--- src/rtl/fact_pkg.sv ---
// Shared definitions for the factorial MMIO unit: register addresses, FSM encoding, operand limit.
// Latency: none (declarations only).
// Backpressure: none (declarations only).
package fact_pkg;

    localparam logic [1:0] ADDR_N    = 2'd0;
    localparam logic [1:0] ADDR_GO   = 2'd1;
    localparam logic [1:0] ADDR_STAT = 2'd2;
    localparam logic [1:0] ADDR_RES  = 2'd3;

    // Largest n whose factorial still fits a 32-bit result
    localparam int MAX_N_DEF = 12;

    typedef enum logic [1:0] {
        ST_IDLE = 2'd0,
        ST_CALC = 2'd1,
        ST_FIN  = 2'd2,
        ST_ERR  = 2'd3
    } fact_state_t;

endpackage

--- src/rtl/fact_mmio_unit_if.sv ---
// Single-port MIPS data-bus slice seen by the factorial unit (write strobe, word address, data).
// Latency: writes take effect on the sampling edge; rd is combinational from a.
// Backpressure: none; every write is accepted in the cycle it is presented.
interface fact_mmio_unit_if #(
    parameter int DATA_W = 32
) ();
    logic              we;
    logic [1:0]        a;
    logic [DATA_W-1:0] wd;
    logic [DATA_W-1:0] rd;

    modport master (output we, output a, output wd, input  rd);
    modport slave  (input  we, input  a, input  wd, output rd);
endinterface

--- src/rtl/fact_dp.sv ---
// Factorial datapath: cnt down-counter, running product register and truncating multiplier.
// Latency: one multiply-and-decrement per step cycle; last is combinational from cnt.
// Backpressure: none; load/step from the controlling FSM are obeyed unconditionally.
module fact_dp #(
    parameter int DATA_W = 32,
    parameter int N_W    = 4
) (
    input  logic              clk,
    input  logic              rst,
    input  logic              load,
    input  logic              step,
    input  logic [N_W-1:0]    n,
    output logic [DATA_W-1:0] prod,
    output logic              last
);
    logic [N_W-1:0] cnt;

    // Load seeds cnt=n, prod=1; each step folds cnt into the product and counts down
    always_ff @(posedge clk or negedge rst) begin
        if (!rst) begin
            cnt  <= '0;
            prod <= '0;
        end else if (load) begin
            cnt  <= n;
            prod <= DATA_W'(1);
        end else if (step) begin
            prod <= prod * DATA_W'(cnt);
            cnt  <= cnt - 1'b1;
        end
    end

    // n=0 and n=1 both terminate immediately with prod=1
    assign last = (cnt <= N_W'(1));

endmodule

--- src/rtl/fact_mmio_unit.sv ---
// Memory-mapped iterative factorial accelerator: N/GO/STATUS/RESULT registers plus control FSM.
// Latency: done after max(n,1) edges following the GO edge; err is set on the GO edge itself.
// Backpressure: none; GO while busy is silently dropped, software polls STATUS.busy.
module fact_mmio_unit
    import fact_pkg::*;
#(
    parameter int DATA_W = 32,
    parameter int N_W    = 4,
    parameter int MAX_N  = MAX_N_DEF
) (
    input  logic             clk,
    input  logic             rst,
    fact_mmio_unit_if.slave  bus,
    output logic             done,
    output logic             err
);
    fact_state_t       state;
    logic [N_W-1:0]    n_reg;
    logic [DATA_W-1:0] result;
    logic [DATA_W-1:0] prod;
    logic              last;
    logic              busy;
    logic              go_wr;
    logic              n_wr;
    logic              n_ovf;
    logic              load;
    logic              step;
    logic              unused_wd;

    assign go_wr = bus.we && (bus.a == ADDR_GO) && bus.wd[0];
    assign n_wr  = bus.we && (bus.a == ADDR_N);
    assign busy  = (state == ST_CALC);
    assign n_ovf = (n_reg > N_W'(MAX_N));
    assign load  = go_wr && !busy && !n_ovf;
    assign step  = busy && !last;

    // Only the low N_W bits of a write are ever stored
    assign unused_wd = ^bus.wd[DATA_W-1:N_W];

    // N register is writable at any time; a running job keeps its own latched count
    always_ff @(posedge clk or negedge rst) begin
        if (!rst) begin
            n_reg <= '0;
        end else if (n_wr) begin
            n_reg <= bus.wd[N_W-1:0];
        end
    end

    // Control FSM: FIN/ERR behave like IDLE apart from the sticky flags they hold
    always_ff @(posedge clk or negedge rst) begin
        if (!rst) begin
            state  <= ST_IDLE;
            result <= '0;
            done   <= 1'b0;
            err    <= 1'b0;
        end else begin
            case (state)
                ST_CALC: begin
                    if (last) begin
                        result <= prod;
                        done   <= 1'b1;
                        state  <= ST_FIN;
                    end
                end
                default: begin
                    if (go_wr) begin
                        done <= 1'b0;
                        if (n_ovf) begin
                            err   <= 1'b1;
                            state <= ST_ERR;
                        end else begin
                            err   <= 1'b0;
                            state <= ST_CALC;
                        end
                    end
                end
            endcase
        end
    end

    fact_dp #(
        .DATA_W (DATA_W),
        .N_W    (N_W)
    ) u_dp (
        .clk  (clk),
        .rst  (rst),
        .load (load),
        .step (step),
        .n    (n_reg),
        .prod (prod),
        .last (last)
    );

    // Read mux: combinational from the word address
    always_comb begin
        bus.rd = '0;
        case (bus.a)
            ADDR_N:    bus.rd = DATA_W'(n_reg);
            ADDR_GO:   bus.rd = '0;
            ADDR_STAT: bus.rd = DATA_W'({busy, err, done});
            ADDR_RES:  bus.rd = result;
            default:   bus.rd = '0;
        endcase
    end

endmodule
--- src/flat_wrapper.sv ---
// flat-port wrapper written by rule: the top's interface ports become plain ports
module fact_mmio_unit_flat import fact_pkg::*;
#(
    parameter int DATA_W = 32,
    parameter int N_W    = 4,
    parameter int MAX_N  = MAX_N_DEF
)
  (clk, rst, done, err, bus_we, bus_a, bus_wd, bus_rd);
  fact_mmio_unit_if #(.DATA_W(DATA_W)) bus_i ();
  input  logic clk;
  input  logic rst;
  output logic done;
  output logic err;
  input wire logic [$bits(bus_i.we)-1:0] bus_we;
  input wire logic [$bits(bus_i.a)-1:0] bus_a;
  input wire logic [$bits(bus_i.wd)-1:0] bus_wd;
  output wire logic [$bits(bus_i.rd)-1:0] bus_rd;
  assign bus_i.we = bus_we;
  assign bus_i.a = bus_a;
  assign bus_i.wd = bus_wd;
  assign bus_rd = bus_i.rd;
  fact_mmio_unit #(.DATA_W(DATA_W), .N_W(N_W), .MAX_N(MAX_N)) u_core (.clk(clk), .rst(rst), .bus(bus_i), .done(done), .err(err));
endmodule
--- config.mk ---
export PLATFORM = sky130hd
export DESIGN_NAME = fact_mmio_unit_flat
export DESIGN_NICKNAME = d
export VERILOG_FILES = /design/src/rtl/fact_pkg.sv /design/src/rtl/fact_mmio_unit_if.sv /design/src/rtl/fact_dp.sv /design/src/rtl/fact_mmio_unit.sv /design/src/flat_wrapper.sv
export SDC_FILE = /design/constraint.sdc
export NUM_CORES = 1
export LEC_CHECK = 0
export BUFFER_PORTS_ARGS = -buffer_cell sky130_fd_sc_hd__buf_4
export CAP_MARGIN = 40
export CORE_ASPECT_RATIO = 0.5
export CORE_MARGIN = 1
export CORE_UTILIZATION = 30
export CTS_BUF_LIST = sky130_fd_sc_hd__clkbuf_4 sky130_fd_sc_hd__clkbuf_8
export CTS_CLUSTER_DIAMETER = 30
export CTS_CLUSTER_SIZE = 40
export DETAILED_ROUTE_END_ITERATION = 6
export HOLD_SLACK_MARGIN = 0.15
export PLACE_DENSITY_LB_ADDON = 0.3
export SLEW_MARGIN = 5
export SYNTH_ARGS = -nofsm -noshare
export SYNTH_HDL_FRONTEND = slang
export SYNTH_SLANG_ARGS = --single-unit
--- constraint.sdc ---
create_clock -name clk -period 4.8 [get_ports clk]
set_clock_uncertainty 0.2 [all_clocks]
set_input_delay 1.44 -clock clk [delete_from_list [all_inputs] [get_ports clk]]
set_output_delay 1.44 -clock clk [all_outputs]
set_load 0.02 [all_outputs]
# Yosys cells after proc, flatten, opt, wreduce, memory -nomap -nowiden
# Index checks and enable logic that the tools add are counted.
# word_totals
mem_bits_rw	0
word_cells	45
out_inout_bits	34
romBits	0
inputBits	37
latch_bits	0
register_bits	76
n_memories	0
# classes
shifts	0
n_eq_ne	5
muxes	13
order_cmp	2
reduce_logical	15
div	0
n_bitwise	1
n_mul	1
addsub	1
# ops
operator	n
$pmux 32 s4	1
$mux 32	2
$mul 32x4->32	1
$mux 2	4
$mux 4	2
$logic_and 1x1->1	6
$reduce_and 2->1	3
$eq 2x1->1 const B	2
$eq 2x2->1 const B	2
$gt 4x4->1 const B	1
$le 4x1->1 const B	1
$mux 1	4
$reduce_bool 2->1	2
$sub 4x1->4 const B	1
$logic_not 1->1	3
$logic_not 2->1	1
$ne 2x1->1 const B	1
$not 1->1	1

# Longest topological paths before layout
# Gate-level depths: netlist of run 1.
# logic_depth
depth_word	6
mapped_depth	16

# Hierarchy
# From an unflattened synthesis of run 1, not the netlist that was laid out.
# hier_totals
hier_cells	812
area_unflattened_um2	7244.4
# modules_own_cells
module	seq_area_each_um2	cells_per_inst	instances	area_per_inst_um2
fact_dp	900.9	670	1	5421.4
fact_mmio_unit	1001.0	142	1	1823.0

# Worst setup path before layout of run 1
# Ideal clock, no wire load.
# synth_timing
path_kind	register to register
start	reg u_core.u_dp.cnt[3]
end	reg u_core.u_dp.prod[25]
t_required_ns	4.478
stages_incl_launch_ff	16
path_slack_ns	0.614
arrival_time_ns	3.864
setup_ns	0.122
path_buffers	2
period_less_slack_ns	4.186
cell_sequence	dfrtp_1 clkbuf_1 clkbuf_1 and2_1 fa_1 inv_1 fa_1 inv_1 ha_1 o21a_1 o2111ai_2 nor2b_4 nor3b_4 a2111oi_4 or3_1 a32o_1
# synth_via
elab_chain_cells	4
word_cells_on_any_way	7
classes_between	mul: 1; order compare: 1; mux: 2; reduce/logical: 3
# synth_rtl
item	line	text
start: declaration	fact_dp.sv:16	logic [N_W-1:0] cnt;
start signal: assignment	fact_dp.sv:24	cnt <= n;
start signal: assignment	fact_dp.sv:28	cnt <= cnt - 1'b1;
parallel branches: the longest is 4 deep, another holds $mul 32x4->32	--	
end signal: assignment	fact_dp.sv:27	prod <= prod * DATA_W'(cnt);
end: declaration	fact_dp.sv:13	output logic [DATA_W-1:0] prod,
# Parallel ways; which one is timed is not known. The select of a mux whose other input is x is not followed.
# A chain may end at the register's enable or synchronous reset.

# Worst setup path in the final report of run 1
# layout_timing
start	reg u_core.u_dp.cnt[2]
end	reg u_core.u_dp.prod[29]
# Same word-level chain as after synthesis.

==> impl_metrics.json, run 1 <==
{
  "start_util_pct": 31.12,
  "die-area_mm2": 0.02476,
  "top_regs": "u_core.result: 32 flops, u_core.u_dp.prod: 32 flops",
  "yosysWarnings": 0,
  "fin_util_pct": 35.17,
  "worst-slew-pin-transition_ns": 0.8078,
  "fin_crit_sh_pct": 92.81,
  "grt_pass1_vias": 6095,
  "fmax_ghz": 0.2245,
  "firstDrtPassIters": 4,
  "synthCells": 802,
  "period_minus_slack_ns": 4.455,
  "layout-drive-gt1-share_pct": 16.05,
  "final_cell_mix": "116 x inv_1, 89 x and2_1, 87 x nand2_1",
  "dp_hpwl_mm": 12.94,
  "post_cts_buffers": 0,
  "final_common_cell": "inv_1",
  "antennaDiodeCount": 0,
  "cts_buffer_depth": 2,
  "area_growth_pct": 13.02,
  "yosys_most_used_dff": "dfrtp_1",
  "crit_path_start_kind": "flop",
  "numPortBuffers": 42,
  "wl_per_cell_um": 15.44,
  "postSynthAreaPerCell_um2": 9.013,
  "yosysUniqueCellTypes": 70,
  "arrival_ns": 4.55,
  "drt_iter0_markers": 291,
  "syn_area_mm2": 0.007228,
  "cts_resized": 0,
  "synth-edff-count": 0,
  "rsz0062_at_grt": "false",
  "hold_viol_final": 0,
  "cts_hold_buf": 0,
  "routed_wl_mm": 17.72,
  "ys_ff_latch": 76,
  "core_area_mm2": 0.02323,
  "drc": 0,
  "synth_top_area_cell": "dfrtp_1",
  "synthArstFlopShare_pct": 100.0,
  "grt_antenna_before_repair": 0,
  "grt_util_all_layers_pct": 15.43,
  "cts_tree": "built",
  "setup_viol": 0,
  "timing_worst_setup_path_type": "reg2reg",
  "grt_overflow": 0,
  "cp_max_fo": 12,
  "die_y_um": 111.8,
  "vias": 5648,
  "grt_first_pass_wirelength_mm": 30.84,
  "clock-sinks": 76,
  "max_slew_margin_pct": 46.15,
  "seq_area_frac_synth_pct": 26.31,
  "htreeDepth": 3,
  "final-max-slew-violation-count": 0,
  "path_clk_slew_ns": 0.08,
  "grt_max_degree": 58,
  "drtAntennaViolNets": 0,
  "synth_top_area_share_pct": 26.31,
  "hold_class": "reg2reg",
  "final_nets": 964,
  "crit_path_end_kind": "flop",
  "setup-tns-final_ns": 0,
  "globalplace.congestion": 0.8603,
  "num_io_pins": 71,
  "syn_nets": 930,
  "vias_per_cell": 4.920,
  "fp.dieW_um": 221.5,
  "cts_buffers": 9,
  "drv_cap": 0,
  "cts-root-buf": "clkbuf_8",
  "status": "finished, final reports clean",
  "cp.required_ns": 4.90,
  "clk_latency_ns": 0.38,
  "fp-row-count": 39,
  "synth_area_leaders": "dfrtp_1 26%, fa_1 16%, and2_1 7.7%, mux2_2 6.2%, inv_1 6.0%"
}
-- layer usage --
metal,global-route usage (%),wire length [um],up-vias
met5,0,0,-
met4,3.750,231,0
met3,2.850,451,20
met2,26.96,8632,63
met1,19.78,8405,2853
li1,-,-,2712
-- cells by family (layout without fill, tap and decap cells) --
logic type      count (synthesis)  after routing  synth area share [%]
simple gates                  277            277                 20.37
buf+inv                       153            192                 8.465
fa+ha+maj                      91             91                 21.67
compound gates                137            137                 13.33
xor+xnor                       26             26                 3.341
mux                            42             42                 6.509
flops                          76             76                 26.31
-- cells in the mapped netlist, types with 3 or more instances --
master	count
nand2_1	87
clkbuf_1	29
nand2b_1	5
a211oi_1	5
xnor2_1	14
inv_1	116
a31oi_1	4
clkbuf_8	3
a211o_1	3
a32o_1	3
nand4_1	7
fa_1	57
a21oi_1	26
ha_1	34
nor3_1	9
o211ai_1	3
a21boi_0	3
o21a_1	3
dfrtp_1	76
nor2_1	20
o21ai_0	40
a22o_1	9
a21o_1	9
and3_1	30
or3_1	3
xor2_1	11
nand3_1	13
and2_1	89
mux2_2	40
-- critical path, stage by stage (launching register included) --
cell       delay (ns)
dfrtp_1          0.56
buf_4            0.26
and2_1           0.15
fa_1             0.51
inv_1            0.06
fa_1             0.53
inv_1            0.04
ha_1             0.38
and2_2           0.22
o2111ai_2        0.20
a2111oi_4        0.35
nor2_1           0.16
o31ai_1          0.31
mux2_2           0.37
o211ai_1         0.08
-- path summary, 6_finish.rpt --
path                                                 from                               end  slack [ns]  cells after the start
setup / recovery           u_core.u_dp.cnt[2]$_DFFE_PN0P_  u_core.u_dp.prod[29]$_DFFE_PN0P_        0.35                     14
hold / removal                u_core.state[1]$_DFFE_PN0P_       u_core.state[1]$_DFFE_PN0P_        0.29                      1
setup reg to reg           u_core.u_dp.cnt[2]$_DFFE_PN0P_  u_core.u_dp.prod[29]$_DFFE_PN0P_        0.35                     14
hold reg to reg               u_core.state[1]$_DFFE_PN0P_       u_core.state[1]$_DFFE_PN0P_        0.29                      1
max in group asynchronous                             rst   u_core.u_dp.prod[7]$_DFFE_PN0P_        2.68                      2
min in group asynchronous                             rst     u_core.result[16]$_DFFE_PN0P_        0.94                      1
-- cell type report --
class                           count  area (um^2)
Fill cell                        2383        15060
Clock buffer                       13        178.9
Multi-Input combinational cell    573         4723
Sequential cell                    76         1902
Tap cell                          307        384.1
Clock inverter                      3        42.54
Inverter                          116        435.4
Timing Repair Buffer               60        503.0
-- stage by stage --
stage	instances	worst slack, ns	hold WS [ns]	area [um^2]
after floorplan	802	0.6140	0.2500	7228
after global placement	1130	0.3944	0.2610	7905
after detailed placement	1132	0.3461	0.2724	7948
after CTS	1148	0.3398	0.2921	8169
after global routing	1148	0.01256	0.3141	8169
final	1148	0.3453	0.2871	8169
Power of run 1 is not shown: default switching activity piles up to over one toggle a cycle in this logic, so the estimate is an artifact.
==> inputs of run 2 (changes only) <==
--- a/config.mk
+++ b/config.mk
@@ -14,6 +14,7 @@
 export CTS_CLUSTER_DIAMETER = 30
 export CTS_CLUSTER_SIZE = 40
 export DETAILED_ROUTE_END_ITERATION = 6
+export GPL_TIMING_DRIVEN = 0
 export HOLD_SLACK_MARGIN = 0.15
 export PLACE_DENSITY_LB_ADDON = 0.3
 export SLEW_MARGIN = 5
==> constraint.sdc (replaced) <==
create_clock -name clk -period 4.61 [get_ports clk]
set_clock_uncertainty 0.2 [all_clocks]
set_input_delay 1.383 -clock clk [delete_from_list [all_inputs] [get_ports clk]]
set_output_delay 1.383 -clock clk [all_outputs]
set_load 0.02 [all_outputs]
==> run 2 against run 1 <==
Cell count increased by 1.9%. Register-to-register slack got worse by 0.22 ns. Design area increased by 1.6%. Worst hold slack improved by 0.0071 ns. Routed wire length increased by 9.2%. Die area unchanged. Maximum frequency decreased by 0.70%. Critical endpoint is now u_core.u_dp.prod[30]$_DFFE_PN0P_. Highest routed layer unchanged.
==> impl_metrics.json, run 2 (same netlist as run 1, synthesis figures left out) <==
{
  "hold_class": "reg2reg",
  "cpPeakStageDelay_ns": 0.54,
  "final_nets": 986,
  "path_buf_inv": 3,
  "grt_antenna_before_repair": 0,
  "rr_worst_depth": 14,
  "cp.required_ns": 4.70,
  "fp.dieW_um": 221.5,
  "vias": 5857,
  "multi_input_area_mm2": 0.004805,
  "hold_end": "u_core.state[1]$_DFFE_PN0P_",
  "htreeDepth": 3,
  "grt_util_all_layers_pct": 16.48,
  "max_slew_margin_pct": 43.81,
  "dp.cells": 1151,
  "path_clk_slew_ns": 0.09,
  "layout-drive-gt1-share_pct": 17.15,
  "num_io_pins": 71,
  "clk_latency_ns": 0.39,
  "cts_buffer_depth": 2,
  "arrival_ns": 4.58,
  "vias_per_cell": 5.006,
  "routed_wl_mm": 19.35,
  "cts_hold_buf": 0,
  "cts_tree": "built",
  "timing_worst_setup_path_type": "reg2reg",
  "r2r_start": "u_core.u_dp.cnt[3]$_DFFE_PN0P_",
  "seq_area_mm2": 0.001904,
  "hold_viol_final": 0,
  "whs_ns": 0.2942,
  "cts_buffers": 9,
  "dpl_cell_area_mm2": 0.007956,
  "crit_path_end_kind": "flop",
  "nFillCells": 2364,
  "period_minus_slack_ns": 4.486,
  "drtAntennaViolNets": 0,
  "final_common_cell": "inv_1",
  "final_cell_mix": "116 x inv_1, 89 x and2_1, 87 x nand2_1",
  "clock-sinks": 76,
  "min_from": "u_core.state[1]$_DFFE_PN0P_",
  "final-max-slew-violation-count": 0,
  "area_growth_pct": 14.87,
  "path_delay_family": "adder cells",
  "rsz0062_at_grt": "true",
  "r2r_slack_ns": 0.12,
  "antennaDiodeCount": 0,
  "top_regs": "u_core.result: 32 flops, u_core.u_dp.prod: 32 flops",
  "worst-slew-pin-transition_ns": 0.8366,
  "grt_max_degree": 55,
  "fp-row-count": 39,
  "dp_hpwl_mm": 14.49,
  "firstDrtPassIters": 5,
  "wl_per_cell_um": 16.54,
  "setup_viol": 0,
  "slowest_stage": "fa_1",
  "final_cells": 1170,
  "numPortBuffers": 41,
  "core_area_mm2": 0.02323,
  "final_area_mm2": 0.008303,
  "rr_endpoint": "u_core.u_dp.prod[30]$_DFFE_PN0P_",
  "fin_crit_sh_pct": 97.31,
  "drv_cap": 0,
  "crit_path_start_kind": "flop",
  "grt_pass1_vias": 6135,
  "drc": 0,
  "globalplace.congestion": 0.8587,
  "cts-root-buf": "clkbuf_8",
  "crit_chain": "clkbuf_2, and2_1, fa_1, inv_1, fa_1, inv_1, ha_1, a211o_1, o211ai_2, a211o_1, a21oi_4, a31oi_2, or3_1, a32o_1",
  "grt_overflow": 0,
  "fmax_ghz": 0.2229,
  "cp_max_fo": 10,
  "drt_iter0_markers": 291,
  "die-area_mm2": 0.02476,
  "start_util_pct": 31.12,
  "status": "finished, final reports clean",
  "die_y_um": 111.8,
  "hold-path-cell-count": 1,
  "grt_first_pass_wirelength_mm": 32.32
}
==> run 2: cell type report <==
type / count / area share (%)
buffer: 36 / 2.441
timing repair buffer: 46 / 4.400
multi-input combinational: 573 / 57.87
inverter: 116 / 5.244
sequential: 76 / 22.94
tap: 307 / 4.626
clock buffer: 12 / 1.914
clock inverter: 4 / 0.5726
==> run 2: layer usage <==
metal | part of all wire [%] | up-vias | global-route usage, % | wire length (um)
met4 | 2.3 | 0 | 5.000 | 442
met3 | 3.7 | 24 | 3.352 | 724
met5 | 0 | - | 0 | 0
met1 | 48 | 2961 | 22.49 | 9254
met2 | 46 | 108 | 26.35 | 8932
li1 | - | 2764 | - | -
==> run 2: per-stage QoR <==
stage | setup WS, ns | utilization (%) | TNS [ns]
finish | 0.1239 | 35.75 | 0
floorplan | 0.4240 | - | 0
global placement | -0.6918 | 34.10 | -8.761
CTS | 0.03452 | 35.42 | 0
detailed placement | -0.7418 | 34.25 | -9.104
global route | -0.01250 | 35.75 | -0.01250
==> run 2: worst max path at each step <==
| stage | slack [ns] | cells past startpoint | startpoint | to |
|---|---|---|---|---|
| 2_1_floorplan | 0.42 | 15 | u_core.u_dp.cnt[3]$_DFFE_PN0P_ | u_core.u_dp.prod[25]$_DFFE_PN0P_ |
| 6_report | 0.12 | 14 | u_core.u_dp.cnt[3]$_DFFE_PN0P_ | u_core.u_dp.prod[30]$_DFFE_PN0P_ |
| 3_3_place_gp | -0.69 | 15 | u_core.u_dp.cnt[3]$_DFFE_PN0P_ | u_core.u_dp.prod[25]$_DFFE_PN0P_ |
| 3_5_place_dp | -0.74 | 14 | u_core.u_dp.cnt[3]$_DFFE_PN0P_ | u_core.u_dp.prod[22]$_DFFE_PN0P_ |
| 5_1_grt | -0.01 | 14 | u_core.u_dp.cnt[3]$_DFFE_PN0P_ | u_core.u_dp.prod[22]$_DFFE_PN0P_ |
| 4_1_cts | 0.03 | 13 | u_core.u_dp.cnt[2]$_DFFE_PN0P_ | u_core.u_dp.prod[29]$_DFFE_PN0P_ |
==> run 2: worst reg2reg max path, delay by kind of cell (launching register included) <==
| family | cells | cell delay (ns) |
|---|---|---|
| AOI/OAI and AO/OA | 6 | 1.27 |
| adders and majority gates | 3 | 1.45 |
| buffers and inverters | 3 | 0.39 |
| DFF | 1 | 0.44 |
| and+or+nand+nor | 2 | 0.65 |
==> run 2: timing repair <==
action | CTS | global route
endpoints found under the setup margin | 20 | 12
hold endpoints to repair | 0 | 0
pin swaps | 2 | 4
gates resized for setup | 17 | 20
cloned | 0 | 0
setup buffers | 1 | 3
Power of run 2 is left out for the same reason.
